`src/rtl/gpr_commit_sched_pkg.sv`:
```
// Shared widths for the commit scheduler, plus the queue entry type and the lane store rule.
`ifndef WORD_WIDTH
`define WORD_WIDTH 32
`endif
`ifndef GPR_ADDR_WIDTH
`define GPR_ADDR_WIDTH 5
`endif
`ifndef COMMIT_Q_DEPTH
`define COMMIT_Q_DEPTH 4
`endif

package gpr_commit_sched_pkg;

  localparam int WORD_W        = `WORD_WIDTH;
  localparam int ADDR_W        = `GPR_ADDR_WIDTH;
  localparam int COMMIT_QDEPTH = `COMMIT_Q_DEPTH;

  // One pending register-file write.
  typedef struct packed {
    logic [ADDR_W-1:0] addr;
    logic [WORD_W-1:0] value;
  } commit_entry_t;

  // A fired lane only occupies a queue slot if it really writes a non-zero register.
  function automatic logic lane_stores(input logic              fire,
                                       input logic              wb_en,
                                       input logic [ADDR_W-1:0] addr);
    return fire & wb_en & (addr != '0);
  endfunction

endpackage

```
`src/rtl/gpr_commit_sched_commit_q_fwd.sv`:
```
// Combinational youngest-match search over the commit queue for one operand address.
module commit_q_fwd
  import gpr_commit_sched_pkg::*;
#(
  parameter int  QDEPTH = COMMIT_QDEPTH,
  localparam int PTR_W  = $clog2(QDEPTH)
) (
  input  commit_entry_t [QDEPTH-1:0] entries_i,
  input  logic [QDEPTH-1:0]          valid_i,
  input  logic [PTR_W-1:0]           rd_ptr_i,
  input  logic [ADDR_W-1:0]          addr_i,
  output logic                       hit_o,
  output logic [WORD_W-1:0]          value_o
);

  // Walk from the head (oldest) towards the tail; a later match overrides, leaving the youngest.
  always_comb begin
    hit_o   = 1'b0;
    value_o = '0;
    for (int k = 0; k < QDEPTH; k++) begin
      if (valid_i[rd_ptr_i + PTR_W'(k)] &&
          (entries_i[rd_ptr_i + PTR_W'(k)].addr == addr_i) &&
          (addr_i != '0)) begin
        hit_o   = 1'b1;
        value_o = entries_i[rd_ptr_i + PTR_W'(k)].value;
      end
    end
  end

endmodule

```
`src/rtl/gpr_commit_sched.sv`:
```
// Retirement scheduler: up to two ROB retires per cycle into an in-order queue that drains
// one write per cycle into the register file, with read-stage forwarding from queued entries.
module gpr_commit_sched
  import gpr_commit_sched_pkg::*;
#(
  parameter int QDEPTH = COMMIT_QDEPTH
) (
  input  logic              clk,
  input  logic              rst_n,
  input  logic              rob_c0_valid,
  input  logic              rob_c0_wb_en,
  input  logic [ADDR_W-1:0] rob_c0_dst_addr,
  input  logic [WORD_W-1:0] rob_c0_dst_value,
  output logic              rob_c0_ready,
  input  logic              rob_c1_valid,
  input  logic              rob_c1_wb_en,
  input  logic [ADDR_W-1:0] rob_c1_dst_addr,
  input  logic [WORD_W-1:0] rob_c1_dst_value,
  output logic              rob_c1_ready,
  output logic              commit_en,
  output logic [ADDR_W-1:0] commit_dst_addr,
  output logic [WORD_W-1:0] commit_dst_value,
  input  logic [ADDR_W-1:0] rs1_addr,
  input  logic [ADDR_W-1:0] rs2_addr,
  output logic              rs1_fwd_hit,
  output logic              rs2_fwd_hit,
  output logic [WORD_W-1:0] rs1_fwd_value,
  output logic [WORD_W-1:0] rs2_fwd_value,
  output logic              queue_empty
);

  localparam int PTR_W = $clog2(QDEPTH);
  localparam int CNT_W = PTR_W + 1;

  commit_entry_t [QDEPTH-1:0] mem_q, mem_d;
  logic [PTR_W-1:0]           wr_ptr_q, wr_ptr_d;
  logic [PTR_W-1:0]           rd_ptr_q, rd_ptr_d;
  logic [CNT_W-1:0]           count_q, count_d;
  logic                       fire0, fire1, store0, store1, drain;
  logic [QDEPTH-1:0]          valid_mask;

  // Ready looks only at the registered count, so a same-cycle drain never opens a slot early.
  assign rob_c0_ready = (count_q <= CNT_W'(QDEPTH - 1));
  assign rob_c1_ready = (count_q <= CNT_W'(QDEPTH - 2));

  // The head is presented straight from storage; nothing from the rob_* inputs reaches it.
  assign commit_en        = (count_q != '0);
  assign commit_dst_addr  = commit_en ? mem_q[rd_ptr_q].addr  : '0;
  assign commit_dst_value = commit_en ? mem_q[rd_ptr_q].value : '0;
  assign queue_empty      = (count_q == '0);

  // A slot is live when its distance from the head is below the occupancy.
  for (genvar gi = 0; gi < QDEPTH; gi++) begin : g_valid
    logic [PTR_W-1:0] age;
    assign age            = PTR_W'(gi) - rd_ptr_q;
    assign valid_mask[gi] = (CNT_W'(age) < count_q);
  end

  // Accept lanes, append stored writes in lane order, and retire the head once per cycle.
  always_comb begin
    fire0  = rob_c0_valid & rob_c0_ready;
    fire1  = rob_c1_valid & rob_c1_ready & fire0;
    store0 = lane_stores(fire0, rob_c0_wb_en, rob_c0_dst_addr);
    store1 = lane_stores(fire1, rob_c1_wb_en, rob_c1_dst_addr);
    drain  = commit_en;

    mem_d = mem_q;
    if (store0) begin
      mem_d[wr_ptr_q] = '{addr: rob_c0_dst_addr, value: rob_c0_dst_value};
    end
    if (store1) begin
      // Lane1 lands behind lane0 when both store, otherwise it takes the tail slot itself.
      mem_d[wr_ptr_q + PTR_W'(store0)] = '{addr: rob_c1_dst_addr, value: rob_c1_dst_value};
    end

    wr_ptr_d = wr_ptr_q + PTR_W'(store0) + PTR_W'(store1);
    rd_ptr_d = rd_ptr_q + PTR_W'(drain);
    count_d  = count_q + CNT_W'(store0) + CNT_W'(store1) - CNT_W'(drain);
  end

  // Queue state; reset discards everything immediately.
  always_ff @(posedge clk or negedge rst_n) begin
    if (!rst_n) begin
      mem_q    <= '0;
      wr_ptr_q <= '0;
      rd_ptr_q <= '0;
      count_q  <= '0;
    end else begin
      mem_q    <= mem_d;
      wr_ptr_q <= wr_ptr_d;
      rd_ptr_q <= rd_ptr_d;
      count_q  <= count_d;
    end
  end

  commit_q_fwd #(.QDEPTH(QDEPTH)) u_fwd_rs1 (
    .entries_i (mem_q),
    .valid_i   (valid_mask),
    .rd_ptr_i  (rd_ptr_q),
    .addr_i    (rs1_addr),
    .hit_o     (rs1_fwd_hit),
    .value_o   (rs1_fwd_value)
  );

  commit_q_fwd #(.QDEPTH(QDEPTH)) u_fwd_rs2 (
    .entries_i (mem_q),
    .valid_i   (valid_mask),
    .rd_ptr_i  (rd_ptr_q),
    .addr_i    (rs2_addr),
    .hit_o     (rs2_fwd_hit),
    .value_o   (rs2_fwd_value)
  );

endmodule

```
`config.mk`:
```
export PLATFORM = sky130hd
export DESIGN_NAME = gpr_commit_sched
export DESIGN_NICKNAME = d
export VERILOG_FILES = /design/src/rtl/gpr_commit_sched_pkg.sv /design/src/rtl/gpr_commit_sched_commit_q_fwd.sv /design/src/rtl/gpr_commit_sched.sv
export SDC_FILE = /design/constraint.sdc
export NUM_CORES = 1
export LEC_CHECK = 0
export ABC_CLOCK_PERIOD_IN_PS = 9200
export CAP_MARGIN = 0
export CORE_ASPECT_RATIO = 1.25
export CORE_MARGIN = 2
export CORE_UTILIZATION = 43
export DETAILED_ROUTE_END_ITERATION = 7
export PLACE_DENSITY = 0.65
export SLEW_MARGIN = 15
export SYNTH_ARGS = -nofsm -noshare
export SYNTH_HDL_FRONTEND = slang
export SYNTH_SLANG_ARGS = --single-unit
export TNS_END_PERCENT = 30
```
`constraint.sdc`:
```
create_clock -name clk -period 9.2 [get_ports clk]
set_input_delay 2.76 -clock clk [delete_from_list [all_inputs] [get_ports clk]]
set_output_delay 2.76 -clock clk [all_outputs]
set_load 0.1 [all_outputs]
```
======== Yosys cells after proc, flatten, opt, wreduce, memory -nomap -nowiden ========
Cells that the tools add are included.
storage, ports and cells
  output and inout port bits .............. 107
  input bits .............................. 90
  flip-flop bits (word level) ............. 155
operators by class
  eq/ne operators ......................... 8
  mux-type cells .......................... 42
  add/subtract/negate cells ............... 13
  bitwise gates (word level) .............. 7
  reductions and logical operators ........ 24
  magnitude comparators ................... 14
operator list
  operator                                                                       number
  37-bit binary-select mux with 2-bit select                                     4
  148-bit bitwise mux                                                            2
  148-bit two-way mux                                                            2
  32-bit two-way mux                                                             9
  37-bit two-way mux                                                             6
  37-bit demux with 2-bit select                                                 2
  5-bit equality test                                                            8
  5-bit nonzero test                                                             4
  1-bit logical AND                                                              18
  2-bit by 3-bit less-than comparator with 1-bit output (second input constant)  6
  2-bit by 3-bit less-than comparator with 1-bit output                          4
  1-bit two-way mux                                                              12
  1-bit binary-select mux with 2-bit select                                      4
  1-bit bitwise AND                                                              7
  2-bit by 1-bit adder with 2-bit output                                         3
  3-bit by 1-bit adder with 3-bit output                                         2
  3-bit by 2-bit <= comparator with 1-bit output (second input constant)         2
  5-bit two-way mux                                                              1
  2-bit adder (second input constant)                                            2
  2-bit by 1-bit >= comparator with 1-bit output (second input constant)         2
  1-bit by 2-bit subtractor with 2-bit output (first input constant)             2
  2-bit subtractor (first input constant)                                        2
  3-bit logical NOT                                                              1
  3-bit nonzero test                                                             1
  2 further kinds                                                                2

======== Longest topological paths before layout ========
Gate-level depths: netlist of run 1.
  depth after elaboration ................. 11
  gate-level depth with buffers ........... 19
  gate-level depth less buffers ........... 11

======== Cells and area by module ========
A second synthesis of run 1 with hierarchy kept.
second synthesis, totals
  cell total of the unflattened synthesis .. 2234
  area, all modules ....................... 19223.4 µm²
by module, submodules not included
  module            area each (µm²)  seq. area each (µm²)  times used  cells an instance
  commit_q_fwd      5387.7           0.0                   2           654
  gpr_commit_sched  8448.1           3878.7                1           926

======== Worst setup path after synthesis of run 1 ========
Ideal clock, no wire load.
  kind .................................... in2out
  start ................................... in rs1_addr[0]
  end ..................................... out rs1_fwd_value[23]
  data required time ...................... 6.440 ns
  path buffers ............................ 3
  data arrival time ....................... 5.842 ns
  cell stages on the path ................. 9
  setup slack ............................. 0.598 ns
  path through ............................ clkbuf_1 nor3_1 a21oi_1 mux2i_1 nor3_2 buf_4 buf_2 mux2i_1 a31oi_1
on the way
  word-level cells in the longest chain between the ends .. 7
  elaborated cells on any way between the ends .. 17
ends and longest elaborated chain
  what                              RTL line                             source
  from (decl)                       gpr_commit_sched.sv:23               input logic [ADDR_W-1:0] rs1_addr,
  5-bit equality test               gpr_commit_sched_commit_q_fwd.sv:22  (entries_i[rd_ptr_i + PTR_W'(k)].addr == addr_i) &&
  1-bit logical AND                 gpr_commit_sched_commit_q_fwd.sv:21  if (valid_i[rd_ptr_i + PTR_W'(k)] &&
  1-bit logical AND                 gpr_commit_sched_commit_q_fwd.sv:22
  32-bit two-way mux (3 in series)  gpr_commit_sched_commit_q_fwd.sv:21
  32-bit two-way mux *              gpr_commit_sched_commit_q_fwd.sv:21
  to (decl)                         gpr_commit_sched.sv:27               output logic [WORD_W-1:0] rs1_fwd_value,
Mark *: on every way between the ends. The rest lies on a longest branch, timed or not.

======== Final worst setup path of run 1 ========
  start ................................... in rs2_addr[2]
  end ..................................... out rs2_fwd_value[8]
on the way
  word-level cells in the longest chain between the ends .. 7
  elaborated cells on any way between the ends .. 17
ends and longest elaborated chain
  what                              RTL line                             source
  from (decl)                       gpr_commit_sched.sv:24               input logic [ADDR_W-1:0] rs2_addr,
  5-bit equality test               gpr_commit_sched_commit_q_fwd.sv:22
  1-bit logical AND                 gpr_commit_sched_commit_q_fwd.sv:21
  1-bit logical AND                 gpr_commit_sched_commit_q_fwd.sv:22
  32-bit two-way mux (3 in series)  gpr_commit_sched_commit_q_fwd.sv:21
  32-bit two-way mux *              gpr_commit_sched_commit_q_fwd.sv:21
  to (decl)                         gpr_commit_sched.sv:28               output logic [WORD_W-1:0] rs2_fwd_value,
Marks and branches as above.

==> impl_metrics.py, run 1 <==
metrics = {
    "grt": {
        "grt_pass1_vias": 13950,
        "antenna_found_initial": 3,
        "grt.overflow.total": 0,
        "track_usage_pct": 29.53,
        "grt_pass1_wl_mm": 79.32,
        "grt_max_degree": 101,
    },
    "critical_path": {
        "rrSetupSlack_ns": 5.62,
        "critPathArrivalTime_ns": 5.74,
        "crit_chain": "clkdlybuf4s50_1 -> nor3_1 -> a21oi_1 -> mux2i_4 -> or3_2 -> and2_2 -> a31oi_1 -> buf_12",
        "r2r-start": "count_q[2]",
        "reg2reg_depth": 8,
        "worstPathRequired_ns": 6.44,
        "slowest_stage": "clkdlybuf4s50_1",
        "worstSetupPathType": "in2out",
        "rr_endpoint": "mem_q[66]",
        "critPathMaxStageDelay_ns": 0.68,
        "path_delay_family": "simple AND/OR/NAND/NOR gates",
        "cp_num_buf_inv": 2,
        "end_kind": "primary output",
        "cp_max_fo": 32,
        "startpoint_type": "input port",
    },
    "route": {
        "drt-total-wl_mm": 51.43,
        "vias": 14310,
        "via_per_inst": 6.404,
        "antenna_left": 0,
        "route.detailed.drc": 0,
        "first_pass_iters": 6,
        "avgRoutedWirePerCell_um": 23.01,
        "drtIter0Drc": 1547,
    },
    "floorplan": {
        "row_count": 74,
        "dieArea_sq_um": 34280,
        "start_util_pct": 43.40,
        "io_pins": 197,
        "die_h_um": 206.5,
        "dieWidth_um": 166.0,
        "core_area_sq_um": 32500,
    },
    "place": {
        "place.gp.congestion": 0.8914,
        "place.port_buffers": 196,
        "hpwl_mm": 32.77,
        "dpl_cell_area_sq_um": 16840,
        "placedCellCount": 2200,
        "place_ws_ns": 0.7650,
    },
    "clock_network": {
        "cts_root_buf": "clkbuf_16",
        "clock_path_buffers": 2,
        "post_cts_buffers": 0,
        "cts-buffers-inserted": 17,
        "cts_tree": "built",
        "path_clk_slew_ns": 0.07,
        "hold_buffers": 0,
        "cts.repair.resized": 0,
        "cts-htree-levels": 4,
        "insertion_delay_ns": 0.45,
        "clock_sinks": 155,
    },
    "synth": {
        "synth-main-ff-cell": "dfrtp_1",
        "yosys-top-cells-count": "258 x mux2i_1, 213 x nand2_1, 207 x o21ai_0",
        "seq_area_frac_synth_pct": 27.50,
        "synthesis.nets": 1837,
        "yosys.area.top_type_share_pct": 27.50,
        "synth_edf_count": 0,
        "syn_area_per_cell_sq_um": 8.130,
        "syn_inst": 1735,
        "yosysTopAreaCell": "dfrtp_1",
        "netlist_top_cells_area": "dfrtp_1 27%, mux2i_1 18%, o21ai_0 7.3%",
        "yosysMostFrequentCell": "mux2i_1",
        "synth.cell_area_sq_um": 14100,
        "synth_cell_types": 55,
        "synth.yosys.warnings": 0,
        "synth_seq_cells": 155,
        "async_flop_share_pct": 100.0,
    },
    "layout": {
        "area_growth_pct": 23.84,
        "final_cell_count_no_fill": 2235,
        "drive_above_1_share_pct": 15.21,
        "fillers": 2923,
        "multi_input_area_sq_um": 9485,
        "fin_area_sq_um": 17470,
        "layout.area.seq_sq_um": 3886,
        "fin_nets": 1903,
    },
    "run_status": {
        "status": "finished clean",
    },
    "sta": {
        "timing.final.ws_setup_ns": 0.6955,
        "setup_viol": 0,
        "finClkSkew_ns": 0.01250,
        "fmax_ghz": 0.1176,
        "period_share_pct": 92.44,
        "hold_viol": 0,
        "period_needed_ns": 8.504,
        "tns_ns": 0,
        "slew_violations": 0,
        "slew_headroom_pct": 24.73,
        "rsz0062_at_grt": "false",
        "worst_pin_slew_ns": 1.105,
    },
    "hold_path": {
        "hold_class": "reg2reg",
        "holdPathStages": 2,
        "min_to": "mem_q[95]",
        "min_from": "mem_q[95]",
    },
    "job": {
        "max_cap_violations": 0,
    },
}
[worst min-delay path, stage by stage (launching register included)]
cell	delay (ns)
dfrtp_1	0.35
mux2i_1	0.07
o21ai_0	0.14
[sequential cells by signal, indices dropped and copies added (netlist names)]
register	count
mem_q	148
count_q	3
rd_ptr_q	2
wr_ptr_q	2
[cells in the final DEF, fill, tap and decap left out, types with 31 or more instances in the layout]
master	Yosys	routed
clkdlybuf4s50_1	0	129
a31oi_1	49	49
nand2_1	213	213
buf_12	3	68
a21oi_1	123	123
mux2i_1	258	256
nand4_1	36	36
mux2_2	70	70
o21ai_0	207	207
a31o_2	31	31
nor2_1	138	137
dfrtp_1	155	153
or3_1	33	32
nor4_1	67	65
[metal layers]
| layer | up-vias | global-route usage [%] | share of wire [%] |
|---|---|---|---|
| li1 | 6481 | - | - |
| met1 | 6842 | 37.22 | 40 |
| met2 | 810 | 48.59 | 48 |
| met3 | 180 | 4.864 | 7.6 |
| met4 | 0 | 16.12 | 4.9 |
| met5 | - | 0 | 0 |
[area by class of cell]
type | instances | share of cell area [%]
Timing Repair Buffer | 228 | 16.54
Inverter | 14 | 0.3152
Tap cell | 418 | 2.994
Multi-Input combinational cell | 1385 | 54.30
Antenna cell | 3 | 0.04298
Clock buffer | 17 | 2.435
Clock inverter | 15 | 1.125
Sequential cell | 155 | 22.25
[cell families (layout without fill, tap and decap cells)]
family	after synthesis	count (layout)	synth area share, %
xor gates and xnor gates	43	43	2.670
adders and majority gates	12	12	1.171
and+or+nand+nor	543	543	17.95
muxes	347	347	26.88
DFF	155	155	27.50
other	0	3	0
AOI/OAI and AO/OA	440	440	17.61
buffers and inverters	195	274	6.218
[through the flow]
step           utilization, %  hold WS (ns)
2_1_floorplan               -        0.5182
3_3_place_gp            51.81        0.5630
3_5_place_dp            51.81        0.5798
4_1_cts                 53.73        0.5977
5_1_grt                 53.75        0.6210
6_report                53.75        0.5967
[how the worst max path moves through the flow]
stage | start | endpoint | slack (ns) | depth (start not counted)
6_report | rs2_addr[2] | rs2_fwd_value[8] | 0.70 | 8
5_1_grt | rs1_addr[0] | rs1_fwd_value[15] | 0.62 | 9
4_1_cts | rs2_addr[2] | rs2_fwd_value[8] | 0.74 | 8
3_5_place_dp | rs2_addr[2] | rs2_fwd_value[8] | 0.76 | 8
3_3_place_gp | rs2_addr[2] | rs2_fwd_value[8] | 0.80 | 8
2_1_floorplan | rs1_addr[0] | rs1_fwd_value[23] | 0.60 | 9
Power of run 1 is left out: the tool's default activity adds up to more than one toggle a clock period on the data nets, which glitch-free logic cannot reach.
==> inputs of run 2 (changes only) <==
--- a/config.mk
+++ b/config.mk
@@ -8,8 +8,9 @@
 export ABC_CLOCK_PERIOD_IN_PS = 9200
 export CAP_MARGIN = 0
 export CORE_ASPECT_RATIO = 1.25
-export CORE_MARGIN = 2
+export CORE_MARGIN = 5
 export CORE_UTILIZATION = 43
+export CTS_BUF_LIST = sky130_fd_sc_hd__clkbuf_8
 export DETAILED_ROUTE_END_ITERATION = 7
 export PLACE_DENSITY = 0.65
 export SLEW_MARGIN = 15
==> impl_metrics.py, run 2 (synthesized netlist as in run 1, its figures left out) <==
metrics = {
    "layout": {
        "fillers": 3031,
        "largest_reg_flops": 148,
        "layout.area.seq_sq_um": 3886,
        "multi_input_area_sq_um": 9467,
        "mostFrequentLayoutCell": "mux2i_1",
        "reg_top3": "mem_q x148, count_q x3",
        "final_cell_mix": "256 x mux2i_1, 213 x nand2_1, 207 x o21ai_0",
        "drive_above_1_share_pct": 14.93,
        "area_growth_pct": 22.39,
        "regMostFlops": "mem_q",
        "fin_nets": 1907,
    },
    "critical_path": {
        "critPathMaxStageDelay_ns": 0.70,
        "startpoint_type": "input port",
        "cp_max_fo": 18,
        "crit_chain": "clkdlybuf4s50_1 -> nor3_1 -> a21oi_1 -> mux2i_4 -> or3_1 -> and2_1 -> buf_4 -> a31oi_1 -> buf_12",
        "worstPathRequired_ns": 6.44,
        "crit_cells": 9,
        "path_delay_family": "buffers and inverters",
        "end_kind": "primary output",
        "reg2reg_depth": 8,
        "worstSetupPathType": "in2out",
        "slowest_stage": "clkdlybuf4s50_1",
        "cp_num_buf_inv": 3,
        "critPathArrivalTime_ns": 5.81,
    },
    "sta": {
        "hold_viol": 0,
        "slew_violations": 0,
        "worst_pin_slew_ns": 1.131,
        "setup_viol": 0,
        "period_share_pct": 93.18,
        "tns_ns": 0,
        "slew_headroom_pct": 24.60,
        "rsz0062_at_grt": "false",
        "fmax_ghz": 0.1167,
        "period_needed_ns": 8.572,
        "finClkSkew_ns": 0.01188,
    },
    "floorplan": {
        "die_h_um": 212.5,
        "dieArea_sq_um": 36550,
        "start_util_pct": 43.28,
        "dieWidth_um": 172.0,
        "core_area_sq_um": 32590,
        "row_count": 74,
        "io_pins": 197,
    },
    "place": {
        "place.port_buffers": 196,
        "place.gp.congestion": 0.9271,
        "hpwl_mm": 33.33,
    },
    "route": {
        "drt-total-wl_mm": 52.77,
        "avgRoutedWirePerCell_um": 23.58,
        "via_per_inst": 6.455,
        "antenna_left": 0,
        "first_pass_iters": 6,
        "drtIter0Drc": 1746,
        "route.detailed.drc": 0,
        "vias": 14450,
    },
    "clock_network": {
        "insertion_delay_ns": 0.47,
        "cts-htree-levels": 4,
        "path_clk_slew_ns": 0.08,
        "hold_buffers": 0,
        "cts.repair.resized": 0,
        "clock_path_buffers": 2,
        "cts_root_buf": "clkbuf_8",
        "clock_sinks": 155,
        "cts_tree": "built",
        "post_cts_buffers": 0,
        "cts-buffers-inserted": 17,
    },
    "run_status": {
        "status": "finished clean",
    },
    "job": {
        "max_cap_violations": 0,
    },
    "grt": {
        "track_usage_pct": 28.16,
        "grt_pass1_wl_mm": 80.50,
        "grt.overflow.total": 0,
        "antenna_found_initial": 4,
        "grt_pass1_vias": 14100,
        "grt_max_degree": 86,
    },
    "hold_path": {
        "hold_class": "reg2reg",
        "holdPathStages": 2,
    },
}
==> run 2: cell type report <==
| cell class | instances | area share [%] |
|---|---|---|
| Tap cell | 418 | 3.030 |
| Antenna cell | 5 | 0.07248 |
| Inverter | 14 | 0.3189 |
| Multi-Input combinational cell | 1385 | 54.84 |
| Sequential cell | 155 | 22.51 |
| Timing Repair Buffer | 232 | 16.91 |
| Clock buffer | 20 | 1.595 |
| Clock inverter | 9 | 0.7248 |
==> run 2: metrics by stage <==
step / hold WS [ns] / cell area, sq um / util [%] / cells / setup slack, ns
floorplan: 0.5182 / 14100 / - / 1735 / 0.5978
global placement: 0.5642 / 16850 / 51.70 / 2204 / 0.6910
detailed placement: 0.5775 / 16850 / 51.70 / 2204 / 0.7374
CTS: 0.5973 / 17250 / 52.93 / 2233 / 0.7101
global route: 0.6342 / 17260 / 52.96 / 2237 / 0.5257
finish: 0.5980 / 17260 / 52.97 / 2238 / 0.6279
==> run 2: worst paths after layout <==
check	startpoint	to	slack [ns]
hold reg to reg	mem_q[104]	mem_q[104]	0.60
setup / recovery	rs2_addr[2]	rs2_fwd_value[31]	0.63
max in group asynchronous	rst_n	mem_q[84]	5.31
min in group asynchronous	rst_n	mem_q[81]	2.36
setup reg to reg	count_q[2]	mem_q[135]	5.86
hold / removal	mem_q[104]	mem_q[104]	0.60
==> run 2: per-layer routing <==
metal / GRT usage, % / wire (um)
met5: 0 / 0
met4: 13.75 / 2573
met3: 4.668 / 4693
met2: 45.50 / 24830
met1: 36.57 / 20670
==> run 2: worst reg2reg max path: cells and delay by family (launching register included) <==
| kind | cells | cell delay, ns |
|---|---|---|
| fa+ha+maj | 1 | 0.20 |
| simple gates | 4 | 1.69 |
| compound gates | 1 | 0.21 |
| flops | 1 | 0.37 |
| buf+inv | 2 | 0.71 |
Power of run 2 is left out for the same reason.
